<file path="src/rtl/dmem_responder.sv">
// Memory-stage data responder: word RAM, cycle counter, byte TX FIFO and sticky error flags.
// Reads are combinational on addr; every write commits on the rising edge with no stall to the core.
module dmem_responder #(
  parameter int RAM_WORDS  = 64,
  parameter int FIFO_DEPTH = 4
) (
  input  logic        clk,
  input  logic        reset_n,
  input  logic        memwrite,
  input  logic [31:0] addr,
  input  logic [31:0] writedata,
  output logic [31:0] readdata,
  output logic        tx_valid,
  output logic [7:0]  tx_data,
  input  logic        tx_ready,
  output logic [2:0]  err
);

  localparam int AW = $clog2(RAM_WORDS);
  localparam int PW = $clog2(FIFO_DEPTH);

  localparam logic [29:0] W_TXDATA = 30'h3FFF_C000;
  localparam logic [29:0] W_TXSTAT = 30'h3FFF_C001;
  localparam logic [29:0] W_CYCLE  = 30'h3FFF_C002;
  localparam logic [29:0] W_ERR    = 30'h3FFF_C003;

  logic [31:0]   ram_q [RAM_WORDS];
  logic [7:0]    fifo_q [FIFO_DEPTH];
  logic [PW-1:0] rd_ptr_q, rd_ptr_d;
  logic [PW-1:0] wr_ptr_q, wr_ptr_d;
  logic [PW:0]   cnt_q, cnt_d;
  logic [31:0]   cycle_q, cycle_d;
  logic [2:0]    err_q, err_d;

  logic [29:0]   word;
  logic [AW-1:0] ram_idx;
  logic          is_ram, hit_txdata, hit_txstat, hit_cycle, hit_err;
  logic          aligned, wr_en, full, empty;
  logic          pop, push_req, push, overflow, unmapped;

  assign word       = addr[31:2];
  assign ram_idx    = addr[AW+1:2];
  assign is_ram     = (addr[31:28] == 4'h0);
  assign hit_txdata = (word == W_TXDATA);
  assign hit_txstat = (word == W_TXSTAT);
  assign hit_cycle  = (word == W_CYCLE);
  assign hit_err    = (word == W_ERR);

  // A misaligned store is dropped entirely; only err[0] records it.
  assign aligned  = (addr[1:0] == 2'b00);
  assign wr_en    = memwrite && aligned;
  assign unmapped = wr_en && !(is_ram || hit_txdata || hit_txstat || hit_cycle || hit_err);

  assign full     = (cnt_q == (PW+1)'(FIFO_DEPTH));
  assign empty    = (cnt_q == '0);
  assign pop      = !empty && tx_ready;
  assign push_req = wr_en && hit_txdata;
  assign push     = push_req && (!full || pop);
  assign overflow = push_req && full && !pop;

  always_comb begin
    rd_ptr_d = pop  ? rd_ptr_q + PW'(1) : rd_ptr_q;
    wr_ptr_d = push ? wr_ptr_q + PW'(1) : wr_ptr_q;
    cnt_d    = cnt_q;
    if (push && !pop) begin
      cnt_d = cnt_q + (PW+1)'(1);
    end else if (pop && !push) begin
      cnt_d = cnt_q - (PW+1)'(1);
    end
    cycle_d = (wr_en && hit_cycle) ? writedata : cycle_q + 32'd1;
    // Clearing wins over any error raised in the same cycle.
    err_d   = (wr_en && hit_err) ? 3'b000
                                 : (err_q | {unmapped, overflow, memwrite && !aligned});
  end

  always_ff @(posedge clk) begin
    if (!reset_n) begin
      rd_ptr_q <= '0;
      wr_ptr_q <= '0;
      cnt_q    <= '0;
      cycle_q  <= '0;
      err_q    <= '0;
    end else begin
      rd_ptr_q <= rd_ptr_d;
      wr_ptr_q <= wr_ptr_d;
      cnt_q    <= cnt_d;
      cycle_q  <= cycle_d;
      err_q    <= err_d;
    end
  end

  // Storage arrays are never cleared; reset only blocks a coincident write.
  always_ff @(posedge clk) begin
    if (reset_n && wr_en && is_ram) begin
      ram_q[ram_idx] <= writedata;
    end
    if (reset_n && push) begin
      fifo_q[wr_ptr_q] <= writedata[7:0];
    end
  end

  always_comb begin
    readdata = '0;
    if (is_ram) begin
      readdata = ram_q[ram_idx];
    end else begin
      case (word)
        W_TXSTAT: readdata = {30'b0, full, empty};
        W_CYCLE:  readdata = cycle_q;
        W_ERR:    readdata = {29'b0, err_q};
        default:  readdata = '0;
      endcase
    end
  end

  assign tx_valid = !empty;
  assign tx_data  = empty ? 8'h00 : fifo_q[rd_ptr_q];
  assign err      = err_q;

endmodule

</file>
<file path="config.mk">
export PLATFORM = sky130hd
export DESIGN_NAME = dmem_responder
export DESIGN_NICKNAME = d
export VERILOG_FILES = /design/src/rtl/dmem_responder.sv
export SDC_FILE = /design/constraint.sdc
export NUM_CORES = 2
export LEC_CHECK = 0
export BUFFER_PORTS_ARGS = -buffer_cell sky130_fd_sc_hd__buf_2
export CORE_MARGIN = 10
export CORE_UTILIZATION = 45
export CTS_BUF_LIST = sky130_fd_sc_hd__clkbuf_4 sky130_fd_sc_hd__clkbuf_8
export DETAILED_ROUTE_END_ITERATION = 8
export GPL_TIMING_DRIVEN = 0
export PLACE_DENSITY = 0.64
export SYNTH_ARGS = -nofsm -noshare
export SYNTH_HDL_FRONTEND = slang
export SYNTH_SLANG_ARGS = --single-unit
</file>
<file path="constraint.sdc">
create_clock -name clk -period 8.63 [get_ports clk]
set_input_delay 0.863 -clock clk [delete_from_list [all_inputs] [get_ports clk]]
set_output_delay 0.863 -clock clk [all_outputs]
set_load 0.005 [all_outputs]
</file>
Word-level counts from Yosys, hierarchy flattened

Memory sizes are Yosys's and may differ from the RTL's. A register that Yosys moved wholly into a read port is not among the register bits.
Index checks and enable logic that the tools add are counted.

Memories kept: 2
Word-level logic and storage cells: 62
Register bits: 42
Output and inout port bits: 44
Bits in writable memories: 2080
Bits of input ports: 68

Multiplexer cells: 12
Add/sub/neg operators: 5
Eq/ne operators: 5
Reduce and logical (&&, ||, !) cells: 31
Bitwise logic cells: 2

Memory list:

| name   | words | bits a word | read ports | clocked after Yosys merged registers in | wr ports | RTL line | text |
|---|---|---|---|---|---|---|---|
| ram_q  | 64    | 32          | 1          | 0                                       | 1        | 27       | `logic [31:0] ram_q [RAM_WORDS];` |
| fifo_q | 4     | 8           | 1          | 1                                       | 1        | 28       | `logic [7:0] fifo_q [FIFO_DEPTH];` |

Operator list:

| operator                | number |
|---|---|
| $eq A30 B30 Y1 const B  | 4 |
| $pmux W32 S3            | 1 |
| $mux W32                | 2 |
| $add A32 B1 Y32 const B | 1 |
| $logic_and A1 B1 Y1     | 15 |
| $mux W8                 | 1 |
| $logic_not A1 Y1        | 6 |
| $mux W3                 | 2 |
| $logic_or A1 B1 Y1      | 5 |
| $add A2 B1 Y2 const B   | 2 |
| $logic_not A4 Y1        | 1 |
| $mux W1                 | 4 |
| $mux W2                 | 2 |
| $add A3 B1 Y3 const B   | 1 |
| $eq A3 B3 Y1 const B    | 1 |
| $logic_not A3 Y1        | 1 |
| $or A3 B3 Y3            | 1 |
| $sub A3 B1 Y3 const B   | 1 |
| $logic_not A2 Y1        | 1 |
| $reduce_bool A2 Y1      | 1 |
| $reduce_or A2 Y1        | 1 |
| $not A1 Y1              | 1 |

Logic depth before layout (Yosys ltp)

Depth in word-level cells: 9
Gate-level depth with buffers: 14
Gate-level depth less buffers: 10

Worst setup path after synthesis

No wires, ideal clock.

Path type: input to register
Start: in addr[4]
End: mem ram_q[14][0] (enable)
Required time: 8.209 ns
Buffers on the path: 5
Data arrival time: 3.677 ns
Path slack: 4.531 ns
Setup time: 0.421 ns
Stages: 9
Cell sequence: buf_2 -> buf_2 -> buf_2 -> buf_2 -> buf_2 -> nand2_1 -> nor2_1 -> nand2_1 -> nor2_1

RTL lines:

| element         | RTL line | text |
|---|---|---|
| start, declared | 10       | `input logic [31:0] addr,` |
| end, declared   | 27       |  |

No word-level cell before the write port.

Worst setup path in the final report

Start: in addr[4]
End: out readdata[28]

Word-level cells in the longest chain between the ends: 3
Elaborated cells between the ends (all ways): 6
Those cells by class: eq/ne (3); mux (2); memory (1)

RTL lines:

| element                                                                 | RTL line | text |
|---|---|---|
| parallel branches: the longest is 2 deep, another holds $mem_v2 Z64 W32 | n/a      |  |
| $mux W32 *                                                              | 104      | `if (is_ram) begin` |
| end, declared                                                           | 12       | `output logic [31:0] readdata,` |

Every way passes the cells marked *.

==> results.cfg <==
[run_status]
outcome = completed

[synth]
yosysSeqAreaShare_pct = 76.72
synthesis.nets = 4076
yosysTopAreaCell = edfxtp_1
yosys_warnings = 0
yosys-top-cells-area = edfxtp_1, mux4_2, mux2i_1
syn_inst = 4001
synthArstFlopShare_pct = 0
synth_area_mm2 = 0.08256
synth_edf_count = 2080
ys.flop_type = edfxtp_1
syn_area_per_cell_um2 = 20.63
synth_cell_types = 53
yosys.area.top_type_share_pct = 75.65
synth_seq_cells = 2124

[global_routing]
grt_overflow_total = 0
grt_max_degree = 70
grt_pass1_wl_mm = 325.3
antenna_found_initial = 19
grt_use_total_pct = 22.83
grt_pass1_vias = 43455

[clocking]
clkSlewWorstSetupHoldPaths_ns = 0.06
cts_hold_buf = 0
cts_resized = 0
clock-sinks = 2124
clock_latency_ns = 1.06
clockRootBuffer = clkbuf_8
cts_tree = done
htreeDepth = 5
cts_setup_buffers = 0
clock_path_buffers = 4
cts_buffers = 355

[final_layout]
syn_to_final_growth_pct = 15.11
layout.cells.non_filler = 7190
post_route_cells_drive_above_1_share_pct = 28.40
finalNetCount = 4621
fillers = 14331

[place]
place_hpwl_mm = 152.3
gp_congestion = 0.9432
dp.cells = 6572
portBuffers = 109

[setup_path]
reg2reg_to = cnt_q[2]
crit_family = buffers and inverters
crit_path_top_delay_cell = nor4b_1
start_kind = input pin
crit_buf_inv = 6
r2r_cells = 8
cpPeakStageDelay_ns = 1.01
critPathMostFrequentCell = buf_2
cp.required_ns = 7.77
rr_startpoint = cnt_q[0]
worstPathMaxFanout = 10
critical_path_class = in -> out
path_cells = buf_2 > buf_2 > buf_2 > nor4b_1 > clkbuf_1 > clkbuf_1 > a21oi_1 > a41oi_1 > buf_2
rrSetupSlack_ns = 6.09
crit_arrival_ns = 5.66
end_kind = output pin
critPathLaunch = addr[4]

[drt]
dr.pass1.iters = 8
antenna_left = 0
dr_total_vias = 43603
viasPerCell = 6.064
remaining_drc_errors = 0
routed_wl_mm = 232.3
drt-initial-drc-count = 5883
avgRoutedWirePerCell_um = 32.30

[power_and_ir_drop]
irDropWorstVdd_uv = 152.8
power.leakage_nw = 30.18
powerDensity_mw_per_mm2 = 219.9

[sta]
worstMarginPinSlew_ns = 1.421
skew_ns = 0.06027
clock.fmax_mhz = 153.4
fin_crit_sh_pct = 75.56
final-hold-violation-count = 0
maxSlewViolCount = 0
finalCriticalPeriod_ns = 6.521
slew_headroom_pct = 5.279
rsz0062_at_grt = no
setup_viol = 0
totalNegativeSetupSlack_ns = 0

[die]
die_w_um = 448.3
ios = 112
fp-row-count = 157
start_util_pct = 45.19
core-area_mm2 = 0.1827
dieArea_mm2 = 0.2010
die_h_um = 448.3

[worst_hold_path]
hold_start = reset_n
hold_class = in -> reg
hold_depth = 3
hold_end = cycle_q[19]

[job]
max_cap_viol_count = 0
-- cell usage after synthesis (7+ instances only) --
library cell and count:
nor2_1 135, a22o_1 28, o21ai_0 44, nor2b_1 66, a21oi_1 103, nor4_1 45
xnor2_1 21, mux4_1 8, nand4_1 16, edfxtp_1 2080, buf_2 94, and3_1 7
and2_1 17, buf_1 7, mux2i_1 248, a41oi_1 29, o22ai_1 88, nand2_1 39
a32o_1 28, mux2_2 59, o21bai_1 28, buf_4 20, clkbuf_1 114, dfxtp_1 44
nand3_1 23, mux4_2 401, a211oi_1 108, xor2_1 14, or3_1 31
-- metrics by stage --
step	worst slack, ns	power, mW	util (%)	area (µm²)	hold slack [ns]
after floorplan	4.531	12.03	-	82560	0.4748
after global placement	0.8577	12.54	47.12	86090	0.5012
after detailed placement	2.313	12.57	48.35	88330	0.5053
after CTS	2.349	21.01	51.98	94960	0.05135
after global routing	2.136	21.53	52.01	95020	0.1110
final	2.109	20.90	52.02	95030	0.1356
-- placed cells by master (no fill, tap or decap), types with 47 or more instances in the layout --
cell type,synthesis,layout
a211oi_1,108,108
a21oi_1,103,103
buf_12,1,55
buf_2,94,177
buf_4,20,47
clkbuf_1,114,114
clkbuf_4,0,130
clkbuf_8,0,366
clkinv_1,0,80
edfxtp_1,2080,2080
mux2_2,59,59
mux2i_1,248,248
mux4_2,401,401
nor2_1,135,71
nor2_4,0,64
nor2b_1,66,66
o22ai_1,88,88
-- cell type report --
type                    instances  area (µm²)  share of cell area [%]
clock buffers                 496        6013                   6.328
multi-input cells            1633       18580                   19.56
plain buffers                 238        1117                   1.176
clock inverters               111       621.8                  0.6543
well taps                    2385        2984                   3.140
diodes                          9       22.52                 0.02370
repair buffers                188        2327                   2.449
flip-flops and latches       2124       63340                   66.65
inverters                       6       22.52                 0.02370
-- worst reg2reg max path, cell delays in order (launching register included) --
cell and delay (ns):
dfxtp_1 0.37, or3_1 0.52, nand2_1 0.29, ha_1 0.23
inv_1 0.06, fa_1 0.37, xor2_1 0.18, or3_1 0.31
a21oi_1 0.14
-- layer usage --
metal	part of all wire, %	vias up	track usage [%]
met3	9.9	479	5.427
met4	4.8	10	10.23
li1	-	17916	-
met1	39	22817	30.88
met5	0.028	-	0
met2	47	2381	35.36
-- logic make-up (layout without fill, tap and decap cells) --
| kind of cell | count (synthesis) | count (layout) | share of synthesized area, % |
|---|---|---|---|
| simple gates | 405 | 405 | 2.542 |
| compound gates | 470 | 470 | 3.866 |
| fa+ha+maj | 7 | 7 | 0.1152 |
| buf+inv | 244 | 1039 | 1.381 |
| other cells | 0 | 9 | 0 |
| mux | 716 | 716 | 15.00 |
| flops | 2124 | 2124 | 76.72 |
| xor+xnor | 35 | 35 | 0.3713 |
-- power by group --
group / switching, mW / total [mW] / internal, mW
combinational: 0.711 / 1.04 / 0.326
clock: 3.90 / 8.54 / 4.64
sequential: 0.00452 / 11.3 / 11.3
total: 4.61 / 20.9 / 16.3
-- worst max path at each step --
stage / to / slack, ns / depth (start not counted)
floorplan: ram_q[14][0] / 4.53 / 9
global placement: ram_q[21][13] / 0.86 / 10
detailed placement: readdata[28] / 2.31 / 9
CTS: readdata[28] / 2.35 / 9
global route: readdata[24] / 2.14 / 11
finish: readdata[28] / 2.11 / 9
-- sequential cells by signal, summed over array words and instances (netlist names), named ones only --
| register | count |
|---|---|
| ram_q | 2048 |
| cycle_q | 32 |
| cnt_q | 3 |
| fifo_q | 32 |
| rd_ptr_q | 2 |
| err | 3 |
| wr_ptr_q | 2 |
Note: power is estimated with default switching activity, not from simulation.
